$ cat config.mk
export PLATFORM = sky130hd
export DESIGN_NAME = page_train_ctrl
export DESIGN_NICKNAME = d
export VERILOG_FILES = /design/src/rtl/page_pkg.sv /design/src/rtl/page_train_cnt.sv /design/src/rtl/page_train_ctrl.sv
export SDC_FILE = /design/constraint.sdc
export NUM_CORES = 1
export LEC_CHECK = 0
export ABC_AREA = 1
export BUFFER_PORTS_ARGS = -buffer_cell sky130_fd_sc_hd__buf_2
export CORE_UTILIZATION = 60
export CTS_BUF_LIST = sky130_fd_sc_hd__clkbuf_16
export CTS_CLUSTER_SIZE = 24
export DETAILED_ROUTE_END_ITERATION = 10
export PLACE_DENSITY_LB_ADDON = 0.3
export SLEW_MARGIN = 20
export SYNTH_ARGS = -nofsm -noshare
export SYNTH_HDL_FRONTEND = slang
export SYNTH_SLANG_ARGS = --single-unit
$ cat constraint.sdc
create_clock -name clk_6M -period 5.02 [get_ports clk_6M]
set_clock_uncertainty 0.15 [all_clocks]
set_input_delay 1.004 -clock clk_6M [delete_from_list [all_inputs] [get_ports clk_6M]]
set_output_delay 1.004 -clock clk_6M [all_outputs]
set_load 0.01 [all_outputs]
$ cat src/rtl/page_pkg.sv
// page_pkg: shared state encoding, koffset values and default sizing for the page sequencer
package page_pkg;
  typedef enum logic [2:0] {
    IDLE     = 3'd0,
    ALIGN    = 3'd1,
    PAGE_TX  = 3'd2,
    PAGE_RX  = 3'd3,
    RSP_FHS  = 3'd4,
    RSP_WAIT = 3'd5
  } page_state_e;
  localparam logic [4:0] KOFFSET_A = 5'd24;
  localparam logic [4:0] KOFFSET_B = 5'd8;
  localparam int NPAGE_DEF = 128;
  localparam int TRAIN_SLOTS_DEF = 16;
  localparam int RSP_RETRY_DEF = 4;
endpackage

$ cat src/rtl/page_train_cnt.sv
// page_train_cnt: pair/rep counters, A/B train toggle and ID index for the page hop kernel
module page_train_cnt
  import page_pkg::*;
#(
  parameter int NPAGE = NPAGE_DEF,
  parameter int TRAIN_SLOTS = TRAIN_SLOTS_DEF
) (
  input  logic       clk,
  input  logic       rst,
  input  logic       clear,
  input  logic       inc_pair,
  input  logic       half,
  output logic       train_sel,
  output logic [4:0] koffset,
  output logic [3:0] x_idx
);
  localparam logic [2:0] PAIR_LAST = 3'(TRAIN_SLOTS / 2 - 1);
  localparam logic [7:0] REP_LAST = 8'(NPAGE - 1);
  logic [2:0] pair_q, pair_d;
  logic [7:0] rep_q, rep_d;
  logic       train_q, wrap, flip;
  logic [3:0] x_idx_q;
  // next pair/rep values: a full train of pairs bumps rep, NPAGE reps flip the train
  always_comb begin
    wrap = pair_q == PAIR_LAST;
    flip = wrap && rep_q == REP_LAST;
    pair_d = wrap ? 3'd0 : pair_q + 3'd1;
    rep_d = !wrap ? rep_q : flip ? 8'd0 : (rep_q == 8'hff ? rep_q : rep_q + 8'd1);
  end
  // counters advance on inc_pair; the odd ID index is selected at half-slot
  always_ff @(posedge clk) begin
    if (rst || clear) begin
      pair_q  <= '0;
      rep_q   <= '0;
      train_q <= 1'b0;
      x_idx_q <= '0;
    end else if (inc_pair) begin
      pair_q  <= pair_d;
      rep_q   <= rep_d;
      train_q <= train_q ^ flip;
      x_idx_q <= {pair_d, 1'b0};
    end else if (half) begin
      x_idx_q <= {pair_q, 1'b1};
    end
  end
  assign train_sel = train_q;
  assign koffset = train_q ? KOFFSET_B : KOFFSET_A;
  assign x_idx = x_idx_q;
endmodule

$ cat src/rtl/page_train_ctrl.sv
// page_train_ctrl: master page-mode sequencer driving ID trains, RX windows and the FHS handshake
module page_train_ctrl
  import page_pkg::*;
#(
  parameter int NPAGE = NPAGE_DEF,
  parameter int TRAIN_SLOTS = TRAIN_SLOTS_DEF,
  parameter int RSP_RETRY = RSP_RETRY_DEF
) (
  input  logic        clk_6M,
  input  logic        rst,
  input  logic        page_start,
  input  logic        page_abort,
  input  logic [15:0] regi_page_timeout,
  input  logic [27:0] CLKE_master,
  input  logic        m_tslot_p,
  input  logic        m_half_tslot_p,
  input  logic        id_rx_p,
  output logic [2:0]  state,
  output logic        train_sel,
  output logic [4:0]  koffset,
  output logic [3:0]  x_idx,
  output logic        tx_id_p,
  output logic        fhs_tx_p,
  output logic        rx_win,
  output logic        page_done_p,
  output logic        page_timeout_p,
  output logic        page_fail_p
);
  localparam logic [2:0] RETRY_MAX = 3'(RSP_RETRY);
  page_state_e state_q;
  logic [15:0] tmo_q;
  logic [2:0]  retry_q;
  logic        tx_id_q, fhs_q, rx_win_q, done_q, tmo_p_q, fail_q;
  logic        paging, id_hit, tmo_hit, clear, inc_pair, half;
  logic        unused_clke;
  assign unused_clke = ^{CLKE_master[27:2], CLKE_master[0]};
  assign paging = state_q inside {ALIGN, PAGE_TX, PAGE_RX};
  assign id_hit = id_rx_p && rx_win_q;
  assign tmo_hit = paging && m_tslot_p && regi_page_timeout != 16'd0 &&
                   tmo_q + 16'd1 == regi_page_timeout;
  assign clear = state_q == IDLE && page_start && !page_abort;
  assign inc_pair = state_q == PAGE_RX && m_tslot_p && !page_abort && !id_hit && !tmo_hit;
  assign half = state_q == PAGE_TX && m_half_tslot_p && !m_tslot_p && !page_abort;
  page_train_cnt #(.NPAGE(NPAGE), .TRAIN_SLOTS(TRAIN_SLOTS)) u_cnt (
    .clk(clk_6M),
    .rst(rst),
    .clear(clear),
    .inc_pair(inc_pair),
    .half(half),
    .train_sel(train_sel),
    .koffset(koffset),
    .x_idx(x_idx)
  );
  // page FSM: abort beats a received ID, which beats timeout, which beats slot events
  always_ff @(posedge clk_6M) begin
    if (rst) begin
      state_q  <= IDLE;
      tmo_q    <= '0;
      retry_q  <= '0;
      rx_win_q <= 1'b0;
      {tx_id_q, fhs_q, done_q, tmo_p_q, fail_q} <= '0;
    end else begin
      {tx_id_q, fhs_q, done_q, tmo_p_q, fail_q} <= '0;
      if (page_abort) begin
        state_q  <= IDLE;
        rx_win_q <= 1'b0;
      end else if (id_hit) begin
        rx_win_q <= 1'b0;
        done_q   <= state_q == RSP_WAIT;
        state_q  <= state_q == RSP_WAIT ? IDLE : RSP_FHS;
      end else if (tmo_hit) begin
        tmo_p_q <= 1'b1;
        state_q <= IDLE;
      end else begin
        if (paging && m_tslot_p) tmo_q <= tmo_q + 16'd1;
        case (state_q)
          IDLE: if (page_start) begin
            state_q <= ALIGN;
            tmo_q   <= '0;
            retry_q <= '0;
          end
          ALIGN: if (m_tslot_p && CLKE_master[1]) begin
            state_q <= PAGE_TX;
            tx_id_q <= 1'b1;
          end
          PAGE_TX: if (m_tslot_p) begin
            state_q  <= PAGE_RX;
            rx_win_q <= 1'b1;
          end else if (m_half_tslot_p) begin
            tx_id_q <= 1'b1;
          end
          PAGE_RX: if (m_tslot_p) begin
            state_q  <= PAGE_TX;
            rx_win_q <= 1'b0;
            tx_id_q  <= 1'b1;
          end
          RSP_FHS: if (m_tslot_p) begin
            state_q <= RSP_WAIT;
            fhs_q   <= 1'b1;
            retry_q <= retry_q + 3'd1;
          end
          RSP_WAIT: if (m_tslot_p) begin
            rx_win_q <= !rx_win_q;
            if (rx_win_q) begin
              fail_q  <= retry_q >= RETRY_MAX;
              state_q <= retry_q < RETRY_MAX ? RSP_FHS : IDLE;
            end
          end
          default: state_q <= IDLE;
        endcase
      end
    end
  end
  assign state = state_q;
  assign tx_id_p = tx_id_q;
  assign fhs_tx_p = fhs_q;
  assign rx_win = rx_win_q;
  assign page_done_p = done_q;
  assign page_timeout_p = tmo_p_q;
  assign page_fail_p = fail_q;
endmodule

==> qor.yml <==
worst_setup_path:
  path_cells: "buf_2 > nand2_1 > a21oi_1 > nand2_1 > nor2_1 > nand3_1 > nor2_1 > nand3_2 > nand2_4 > inv_2 > nand2_2 > nand2_1 > nor3b_2"
  r2r_start: "state[1]"
  cp-endpoint: "tmo_q[11]"
  cp.required_ps: 5030
  rrSetupSlack_ps: 1960
  reg2reg_depth: 9
  cp_slowest_stage_delay_ps: 320
  crit_slowest_cell: "nand2_1"
  crit_fanout: 24
  arrival_ps: 3140
  crit_top_cell: "nand2_1"
  crit-reg2reg-capture: "u_cnt.train_sel"
  start_kind: "primary input"
  end_kind: "flop"
  critical_path_class: "primary input to flop"
  startpoint: "m_tslot_p"
route:
  via_per_inst: 5.68
  drt-initial-drc-count: 296
  wl_mm: 8.74
  vias: 3610
  wire_per_inst_um: 13.7
  drt-pass1-iter-count: 5
  ant_nets: 0
  drc: 0
global_routing:
  grt_pass1_vias: 3306
  overflow: 0
  grt_max_degree: 25
  grt_pass1_wl_mm: 14.7
  antenna_found_initial: 0
  grtUsageTotal: 0.311
cts:
  clock_latency_ps: 290
  cts_buffers: 5
  clk_pin_slew_ps: 60
  root_buffer: "clkbuf_16"
  postCtsHoldBufs: 0
  cts_tree: "yes"
  h-tree-depth: 2
  cts.path.max_buffers: 2
  post-cts-setup-buffers: 0
  cts_resized: 0
  clkSinkCount: 44
timing:
  tns_ps: 0
  fin_crit_sh: 0.622
  slew_headroom: 0.603
  fin_ws_ps: 1900
  timing.fmax_ghz: 0.320
  rsz0062_at_grt: "false"
  final_max_slew_viol_count: 0
  setup_viol: 0
  worst-slew-pin-transition_ps: 590
  final-hold-violation-count: 0
  min_period_ps: 3120
power_and_ir_drop:
  switching_share: 0.284
  pwr-share-clk: 0.427
  seqPwrFrac: 0.413
  finalPower_mw: 0.892
  p_sw_mw: 0.253
  max-vdd-ir-drop_mv: 0.223
  p_per_area_nw_per_um2: 241
  internal-power_mw: 0.639
  p_leak_nw: 1.72
  pwr-share-comb: 0.159
cells_and_area:
  design_area_um2: 3690
  drive_gt1_frac: 0.141
  antenna_cells: 0
  area_growth_pct: 11.4
  final_cell_mix: "nand2_1 (123), inv_1 (70), nor2_1 (69)"
  final_nets: 622
  final_common_cell: "nand2_1"
worst_hold_path:
  hold_class: "flop to flop"
  hold_depth: 2
floorplanning:
  die_x_um: 76.3
  core_area_um2: 5200
  rows: 26
  chipHeight_um: 76.3
  io-pin-count: 70
  start_util: 0.637
  die_area_um2: 5830
place:
  hpwl_mm: 6.44
  portBuffers: 38
  gp_congestion: 0.902
  pre_cts_ws_ps: 1690
  placed_cell_area_um2: 3530
yosys:
  yosysTopAreaCell: "dfxtp_1"
  ys.flop_type: "dfxtp_1"
  synth_edf_count: 0
  yosysWarningCount: 0
  yosysUniqueCellTypes: 46
  ys_seq_area_frac: 0.266
  postSynth.asyncResetShare: 0
  ys_seq_elements: 44
  syn_avg_cell_area_um2: 6.27
  synth_area_um2: 3320
  yosys-top-cells-area: "dfxtp_1 (27%), nand2_1 (14%), nand3_1 (9.1%), inv_1 (7.9%), nor2_1 (7.8%)"
  synth.top_cell.area_share: 0.266
  netlist_instances: 529
run:
  cap_violations: 0
run_status:
  status: "finished clean"
-- synthesized netlist by cell type (4+ instances only) --
master and number:
nand3_1 60, dfxtp_1 44, nor2_1 69, nand2_2 5
nand2_1 123, a211oi_2 4, o21ai_0 16, o21ai_1 6
nor2_4 4, buf_4 4, ha_1 6, xor2_1 7
nor2_2 5, a21oi_1 38, nor3b_2 5, nor3_1 5
inv_1 70, nand4_1 13
-- power groups by stage --
stage	Sequential [mW]	Clock, mW	Combinational [mW]
after global routing	0.370	0.398	0.159
final	0.369	0.381	0.142
after CTS	0.368	0.386	0.140
after floorplan	0.374	0	0.103
after global placement	0.375	0	0.134
after detailed placement	0.376	0	0.138
-- registers in the layout, indices dropped and copies added, names as in the netlist --
register	count
tmo_q	16
rx_win	1
fhs_tx_p	1
u_cnt.rep_q	8
page_fail_p	1
page_timeout_p	1
tx_id_p	1
page_done_p	1
retry_q	3
u_cnt.train_sel	1
state	3
u_cnt.x_idx	4
u_cnt.pair_q	3
-- critical path, delay by kind of cell --
family	cells	cell delay, ps
compound gates	1	320
buf+inv	2	260
simple gates	10	1540
-- layer usage --
layer / vias up / global-route usage / routed length, um
li1: 1798 / - / -
met1: 1630 / 0.393 / 3580
met2: 159 / 0.519 / 4200
met3: 23 / 0.0539 / 752
met4: 0 / 0.131 / 211
met5: - / 0 / 0
-- layout make-up --
class,count,area (um2)
Tap cell,70,87.6
Clock inverter,3,42.5
Clock buffer,5,125
Inverter,73,274
Multi-Input combinational cell,403,2090
Fill cell,467,1510
Timing Repair Buffer,38,190
Sequential cell,44,881
-- kinds of logic after synthesis --
kind of cell / count (synthesis) / share of synthesized area
AND/OR/NAND/NOR: 304 / 0.430
buffers and inverters: 84 / 0.105
AO/OA/AOI/OAI: 79 / 0.143
flip-flops: 44 / 0.266
XOR/XNOR: 10 / 0.0309
adder cells (fa/ha/maj): 6 / 0.0226
other: 2 / 0.00226
-- per-stage QoR --
step	utilization	hold slack (ps)	std cells
after CTS	0.710	333	636
after detailed placement	0.678	323	628
after floorplan	-	295	531
after global placement	0.678	314	628
final	0.710	330	636
after global routing	0.710	352	636
-- worst min-delay path by stage --
stage                        start        endpoint  slack (ps)
floorplan               retry_q[2]     page_fail_p         290
global placement    u_cnt.rep_q[3]  u_cnt.rep_q[3]         310
global route            retry_q[0]      retry_q[0]         350
detailed placement      retry_q[2]     page_fail_p         320
finish                  retry_q[2]     page_fail_p         330
CTS                     retry_q[2]     page_fail_p         330
No activity file was read; power rests on OpenSTA's default activity.
